<file path="src/rtl/spi_host_master.sv">
// -----------------------------------------------------------------------------
// spi_host_master
//
// SPI initiator, MSB first, word oriented. Drives an external SPI slave (for
// example a stepper-driver configuration port) from the kstep command logic.
// Chip select stays low across a burst of words until a word flagged
// tx_last has finished, then is held for a short hold time and released for
// a minimum guard time before the next burst can start.
//
// Optional feature (compile-time macro KSTEP_SPI_MODE3_EN):
//   undefined : SPI mode 0, spi_sclk idles low.
//   defined   : SPI mode 3, spi_sclk idles high. The LOW phase of every bit
//               still drives sclk low, so cycle timing is identical.
//
// Parameters
//   DATA_W   bits per word (>= 2)
//   CLK_DIV  clk cycles per sclk half period (>= 1)
//
// Ports
//   clk, rst_n          system clock, asynchronous active-low reset
//   tx_data/tx_last     word to send and end-of-burst flag
//   tx_valid/tx_ready   word handshake, accepted when both are high
//   rx_data/rx_valid    received word, rx_valid is a one-cycle pulse
//   busy                high whenever a transfer/hold/guard is in progress
//   spi_cs              chip select, active low
//   spi_sclk            serial clock
//   spi_mosi/spi_miso   serial data out / in
// -----------------------------------------------------------------------------
`timescale 1ns/1ps

module spi_host_master #(
  parameter int DATA_W  = 8,
  parameter int CLK_DIV = 2
) (
  input  logic              clk,
  input  logic              rst_n,
  input  logic [DATA_W-1:0] tx_data,
  input  logic              tx_valid,
  input  logic              tx_last,
  output logic              tx_ready,
  output logic [DATA_W-1:0] rx_data,
  output logic              rx_valid,
  output logic              busy,
  output logic              spi_cs,
  output logic              spi_sclk,
  output logic              spi_mosi,
  input  logic              spi_miso
);

  localparam int DIV_W = (CLK_DIV > 1) ? $clog2(CLK_DIV) : 1;
  localparam int BIT_W = $clog2(DATA_W);
  localparam logic [DIV_W-1:0] DIV_MAX = DIV_W'(CLK_DIV - 1);
  localparam logic [BIT_W-1:0] BIT_MAX = BIT_W'(DATA_W - 1);

`ifdef KSTEP_SPI_MODE3_EN
  localparam logic SCLK_IDLE = 1'b1;
`else
  localparam logic SCLK_IDLE = 1'b0;
`endif

  typedef enum logic [2:0] {
    IDLE  = 3'd0,
    LOW   = 3'd1,
    HIGH  = 3'd2,
    WAIT  = 3'd3,
    HOLD  = 3'd4,
    GUARD = 3'd5
  } state_t;

  state_t              state_q;
  state_t              state_d;
  logic [DIV_W-1:0]    div_cnt_q;
  logic [BIT_W-1:0]    bit_cnt_q;
  logic [DATA_W-1:0]   tx_sr_q;
  logic [DATA_W-1:0]   rx_sr_q;
  logic [DATA_W-1:0]   rx_data_q;
  logic                rx_valid_q;
  logic                last_q;
  logic                cs_q;
  logic                sclk_q;
  logic                ready_q;

  logic                accept;
  logic                div_done;
  logic                last_bit;
  logic                sample;
  logic                bit_end;

  // Chip select is low from the first LOW phase until the hold time ends.
  function automatic logic cs_level(input state_t s);
    return !(s == LOW || s == HIGH || s == WAIT || s == HOLD);
  endfunction

  // Only the bit phases drive sclk away from its idle level (mode 0), or
  // only LOW pulls it down from the idle-high level (mode 3).
  function automatic logic sclk_level(input state_t s);
`ifdef KSTEP_SPI_MODE3_EN
    return (s != LOW);
`else
    return (s == HIGH);
`endif
  endfunction

  function automatic logic ready_level(input state_t s);
    return (s == IDLE || s == WAIT);
  endfunction

  assign accept   = tx_valid & ready_q;
  assign div_done = (div_cnt_q == DIV_MAX);
  assign last_bit = (bit_cnt_q == BIT_MAX);
  assign sample   = (state_q == LOW)  && div_done;
  assign bit_end  = (state_q == HIGH) && div_done;

  always_comb begin
    state_d = state_q;
    unique case (state_q)
      IDLE:    if (accept)   state_d = LOW;
      LOW:     if (div_done) state_d = HIGH;
      HIGH: begin
        if (div_done) begin
          if (!last_bit)   state_d = LOW;
          else if (last_q) state_d = HOLD;
          else             state_d = WAIT;
        end
      end
      WAIT:    if (accept)   state_d = LOW;
      HOLD:    if (div_done) state_d = GUARD;
      GUARD:   if (div_done) state_d = IDLE;
      default:               state_d = IDLE;
    endcase
  end

  always_ff @(posedge clk or negedge rst_n) begin
    if (!rst_n) begin
      state_q <= IDLE;
    end else begin
      state_q <= state_d;
    end
  end

  // Timing counters, shift registers and registered SPI pins. The pins are
  // registered from the next state so they change cleanly on a clk edge and
  // line up with the state they belong to.
  always_ff @(posedge clk or negedge rst_n) begin
    if (!rst_n) begin
      div_cnt_q  <= '0;
      bit_cnt_q  <= '0;
      tx_sr_q    <= '0;
      rx_sr_q    <= '0;
      rx_data_q  <= '0;
      rx_valid_q <= 1'b0;
      last_q     <= 1'b0;
      cs_q       <= 1'b1;
      sclk_q     <= SCLK_IDLE;
      ready_q    <= 1'b0;
    end else begin
      rx_valid_q <= 1'b0;

      // Each timed state starts counting from zero on entry.
      if (state_d != state_q || state_q == IDLE || state_q == WAIT) begin
        div_cnt_q <= '0;
      end else begin
        div_cnt_q <= div_cnt_q + DIV_W'(1);
      end

      if (accept) begin
        tx_sr_q   <= tx_data;
        last_q    <= tx_last;
        bit_cnt_q <= '0;
      end else if (bit_end && !last_bit) begin
        // After the final bit the register is left alone so mosi keeps the
        // last bit while waiting for the next word.
        tx_sr_q   <= {tx_sr_q[DATA_W-2:0], 1'b0};
        bit_cnt_q <= bit_cnt_q + BIT_W'(1);
      end

      if (sample) begin
        rx_sr_q <= {rx_sr_q[DATA_W-2:0], spi_miso};
      end

      if (bit_end && last_bit) begin
        rx_valid_q <= 1'b1;
        rx_data_q  <= rx_sr_q;
      end

      cs_q    <= cs_level(state_d);
      sclk_q  <= sclk_level(state_d);
      ready_q <= ready_level(state_d);
    end
  end

  assign tx_ready = ready_q;
  assign rx_data  = rx_data_q;
  assign rx_valid = rx_valid_q;
  assign busy     = (state_q != IDLE);
  assign spi_cs   = cs_q;
  assign spi_sclk = sclk_q;
  assign spi_mosi = tx_sr_q[DATA_W-1];

endmodule

</file>
<file path="config.mk">
export PLATFORM = sky130hd
export DESIGN_NAME = spi_host_master
export DESIGN_NICKNAME = d
export VERILOG_FILES = /design/src/rtl/spi_host_master.sv
export SDC_FILE = /design/constraint.sdc
export NUM_CORES = 1
export LEC_CHECK = 0
export CAP_MARGIN = 20
export CORE_MARGIN = 3
export CORE_UTILIZATION = 35
export CTS_CLUSTER_SIZE = 40
export DETAILED_ROUTE_END_ITERATION = 10
export GPL_ROUTABILITY_DRIVEN = 0
export PLACE_DENSITY_LB_ADDON = 0.15
export SYNTH_ARGS = -nofsm -noshare
export SYNTH_HDL_FRONTEND = slang
export SYNTH_SLANG_ARGS = --single-unit
</file>
<file path="constraint.sdc">
create_clock -name clk -period 1.85 [get_ports clk]
set_clock_uncertainty 0.1 [all_clocks]
set_input_delay 0.555 -clock clk [delete_from_list [all_inputs] [get_ports clk]]
set_output_delay 0.555 -clock clk [all_outputs]
set_load 0.02 [all_outputs]
</file>
After elaboration in Yosys (flattened, before gate mapping):

Index checks and enable logic that the tools add are counted.

* register bits: 36
* output and inout port bits: 14
* input bits: 13
* logic and storage cells: 56

* add/subtract/negate cells: 2
* bitwise operators: 1
* muxes and demuxes: 14
* equal/unequal tests: 11
* reduce and logical (&&, ||, !) cells: 17

Operator list (number)
* 2-to-1 mux 3 bit: 9
* 2-to-1 mux 8 bit: 2
* one-hot mux 3 bit (5 select lines): 1
* equality test 3 x 2 -> 1 bit (second input constant): 4
* equality test 3 bit (second input constant): 4
* equality test 3 x 1 -> 1 bit (second input constant): 2
* zero test 3 bit: 2
* logical OR 1 bit: 6
* logical AND 1 bit: 4
* adder 3 x 1 -> 3 bit (second input constant): 1
* inequality test 3 bit: 1
* nonzero test 3 bit: 1
* zero test 1 bit: 2
* 2-to-1 mux 1 bit: 2
* nonzero test 2 bit: 1
* OR reduction 2 bit: 1
* adder 1 bit (second input constant): 1
* bitwise AND 1 bit: 1

Longest topological paths before layout:

* depth after elaboration: 9
* depth in mapped cells: 6
* mapped depth without buffers: 6

Worst setup path after synthesis:

No wires, ideal clock.

* kind: register -> register
* start: reg bit_cnt_q[0]
* end: reg tx_sr_q[2]
* arrival time: 1403 ps
* cell stages (with the launch flop): 7
* required time: 1613 ps
* buffers on the path: 1
* clock period less this slack: 1640 ps
* library setup time: 137 ps
* path slack: 210 ps
* cells stage by stage: dfrtp_1 > ha_1 > ha_1 > and2b_2 > buf_6 > mux2i_1 > a21oi_1

* cells in the longest elaborated chain, start to end: 4

Ends and longest elaborated chain
* from (decl): RTL line 73 `logic [BIT_W-1:0] bit_cnt_q;`
* from (signal assigned): RTL line 174 `bit_cnt_q <= bit_cnt_q + BIT_W'(1);`
* equality test 3 bit: RTL line 110 `assign last_bit = (bit_cnt_q == BIT_MAX);`
* zero test 1 bit: RTL line 170 `end else if (bit_end && !last_bit) begin`
* logical AND 1 bit: RTL line 170
* nonzero test 2 bit (no line)
* to (signal assigned): RTL line 167 `tx_sr_q <= tx_data;`
* to (signal assigned): RTL line 173 `tx_sr_q <= {tx_sr_q[DATA_W-2:0], 1'b0};`
* to (decl): RTL line 74 `logic [DATA_W-1:0] tx_sr_q;`

No other way between the ends.
A chain may end at the register's enable or synchronous reset.

Final worst setup path:

* start: reg state_q[0]
* end: out busy

* cells in the longest elaborated chain, start to end: 1

Ends and longest elaborated chain
* from (decl): RTL line 70 `state_t state_q;`
* from (signal assigned): RTL line 137 `state_q <= state_d;`
* nonzero test 3 bit: RTL line 195 `assign busy = (state_q != IDLE);`
* to (decl): RTL line 43 `output logic busy,`

No other way between the ends.

==> impl_metrics.yaml <==
logic_synthesis:
  synthTopCellsByArea: "dfrtp_1 (55%), mux2_2 (12%), mux2i_1 (6.3%)"
  syn_nets: 140
  syn-instance-count: 125
  syn_area_mm2: 0.00159
  synth_top_area_cell: "dfrtp_1"
  yosysWarnings: 0
  ys_types: 31
  seq_area_frac_synth_pct: 56.8
  yosys_register_bits: 36
  synth_top_area_share_pct: 55.2
  synth_area_per_cell_um2: 12.7
clock_network:
  cts.sinks: 36
  tritoncts: "done"
  clockBufferDepth: 2
  htreeDepth: 2
  numCtsBuffers: 5
  cts_hold_buf: 0
  cts.clk_slew.worst_paths_ns: 0.07
  insertion_delay_ns: 0.28
  cts_root_buffer: "clkbuf_8"
sta:
  fin_crit_sh_pct: 99.9
  period_minus_slack_ns: 1.85
  fmax_mhz: 541
  fin_ws_ns: 0.00195
  worstMarginPinSlew_ns: 0.378
  hold_viol: 0
  maxSlewViolCount: 0
  setup_viol_count_final: 0
  rsz0062_at_grt: "yes"
  relSlewSlack_pct: 74.8
power_and_ir_drop:
  p_leak_nw: 0.972
  vdd_ir_drop_max_uv: 556
  swShare_pct: 33.1
  p_switching_w: 0.000929
  combPwrFrac_pct: 36.2
  p_seq_share_pct: 43.2
  p_total_w: 0.00281
  p_int_w: 0.00188
  pwr-share-clk_pct: 20.6
  power_density_mw_per_mm2: 1360
placement:
  place_ws_ns: -0.0825
  io_buffers: 26
  hpwl_mm: 2.05
routing:
  routedWlPerCell_um: 13.4
  first_pass_iters: 4
  vias: 1046
  ant_nets: 0
  drt_wl_total_mm: 2.86
  drcViolationCount: 0
  avgViaCountPerCell: 4.89
  first_iter_violations: 70
floorplan:
  core_mm2: 0.00417
  die_y_um: 73.4
  initial_core_util_pct: 38.1
  ios: 27
  num_rows: 23
  die-area_mm2: 0.00538
  die_w_um: 73.4
grt:
  overflow: 0
  grt_max_degree: 37
  gr-usage-all-layers_pct: 12.3
  grt_pass1_wl_mm: 4.93
  antenna_found_initial: 0
  grt_pass1_vias: 1070
layout:
  nFillCells: 393
  diodes: 0
  drive_gt1_share_pct: 26.2
  nNetsFinal: 178
  syn_to_final_growth_pct: 29.7
  regArea_um2: 902
  multiInputGateArea_um2: 644
setup_path:
  rr_worst_depth: 6
  r2r_slack_ns: 0.13
  cp_slowest_cell: "or3_4"
  cp_max_fo: 2
  cp.required_ns: 1.19
  criticalPathCategory: "flop to output pin"
  r2r_start: "bit_cnt_q[0]"
  r2r-end: "tx_ready"
  worstPathArrival_ns: 1.19
  crit_end: "busy"
  path_cells: "or3_4, buf_6"
  slowest_delay_ns: 0.39
  crit_start: "state_q[0]"
  critPathCaptureType: "output pin"
  cp-start-kind: "flop"
outcome:
  status: "finished, final reports clean"
min_path:
  min_path_type: "flop to flop"
flow_run:
  cap_violations: 0
sequential cells by signal, summed over array words and instances, names as in the netlist:
register and count:
tx_ready 1, spi_sclk 1, rx_sr_q 8, bit_cnt_q 3, state_q 3, last_q 1
tx_sr_q 8, rx_data 8, div_cnt_q 1, spi_cs 1, rx_valid 1
worst min-delay path by stage:
stage | start | end | cells past startpoint
floorplan | rst_n | bit_cnt_q[0] | 0
global placement | rx_data[7] | rx_data[7] | 1
detailed placement | rx_data[7] | rx_data[7] | 1
CTS | rx_data[7] | rx_data[7] | 1
global route | rx_data[5] | rx_data[5] | 1
finish | rx_data[7] | rx_data[7] | 1
cell type report:
class | count | area share (%)
repair buffers | 36 | 16.8
multi-input cells | 81 | 31.3
inverters | 3 | 0.547
flip-flops and latches | 36 | 43.8
clock inverters | 1 | 0.365
well taps | 50 | 3.04
clock buffers | 7 | 4.19
per-layer routing:
layer	up-vias	track usage [%]	routed length, um
met5	-	0	0
li1	518	-	-
met1	499	14.0	1270
met2	22	20.2	1380
met3	7	4.65	144
met4	0	6.04	65
cells in the final DEF (no fill, tap or decap), types with 2 or more instances in the layout:
master and n:
o21ai_0 3, nor2_1 10, nand2_1 8, clkbuf_8 6, mux2_2 17, nand4bb_1 2, clkdlybuf4s50_1 12, dlygate4sd2_1 13
inv_1 2, nand3_1 2, a21oi_1 11, buf_12 2, mux2i_1 10, dfrtp_1 35, buf_4 8, nor2b_1 3
critical path, delay by kind of cell, from the launching register on:
family	cells	cell delay [ns]
flops	1	0.38
simple gates	1	0.39
buf+inv	1	0.14
synthesized netlist by cell type, drive strengths merged:
library cell	number
a21o	1
a21oi	11
a32o	1
and2	1
and2b	1
and3	1
and4bb	1
buf	4
clkbuf	1
dfrtp	35
dfstp	1
ha	2
inv	3
mux2	17
mux2i	10
nand2	8
nand3	2
nand3b	1
nand4bb	2
nor2	10
nor2b	3
nor4b	1
o211ai	1
o21ai	3
o311ai	1
or3	1
xnor2	1
xor2	1
power by group through the flow:
stage / Combinational, W / Sequential (W) / Clock [W]
floorplan: 0.000669 / 0.00124 / 0
global placement: 0.000999 / 0.00122 / 0
detailed placement: 0.00102 / 0.00124 / 0
CTS: 0.000981 / 0.00122 / 0.000606
global route: 0.00113 / 0.00125 / 0.000638
finish: 0.00102 / 0.00121 / 0.000579
per-stage QoR:
| stage | hold slack (ns) | cells | util, % | TNS (ns) | area (um2) |
|---|---|---|---|---|---|
| after global placement | 0.392 | 205 | 47.1 | -0.0956 | 1960 |
| after CTS | 0.406 | 213 | 48.8 | -0.0222 | 2040 |
| after floorplan | 0.159 | 125 | - | 0 | 1590 |
| after global routing | 0.433 | 214 | 49.4 | -0.0342 | 2060 |
| final | 0.398 | 214 | 49.4 | 0 | 2060 |
| after detailed placement | 0.395 | 205 | 47.1 | -0.130 | 1960 |
cells by family (layout without fill, tap and decap cells):
group / count (synthesis) / after routing / share of synthesized area, %
xor+xnor: 2 / 2 / 1.10
fa+ha+maj: 2 / 2 / 1.58
simple gates: 32 / 32 / 12.0
flops: 36 / 36 / 56.8
mux: 27 / 27 / 18.4
compound gates: 18 / 18 / 7.01
buf+inv: 8 / 47 / 3.15
repair_timing:
action / 4_1_cts / 5_1_grt
endpoints found under the setup margin: 14 / 11
buffers inserted: 0 / 1
gates resized for setup: 17 / 5
endpoints found under the hold margin: 0 / 0
pin swaps: 0 / 2
Note: power is estimated with default switching activity, not from simulation.
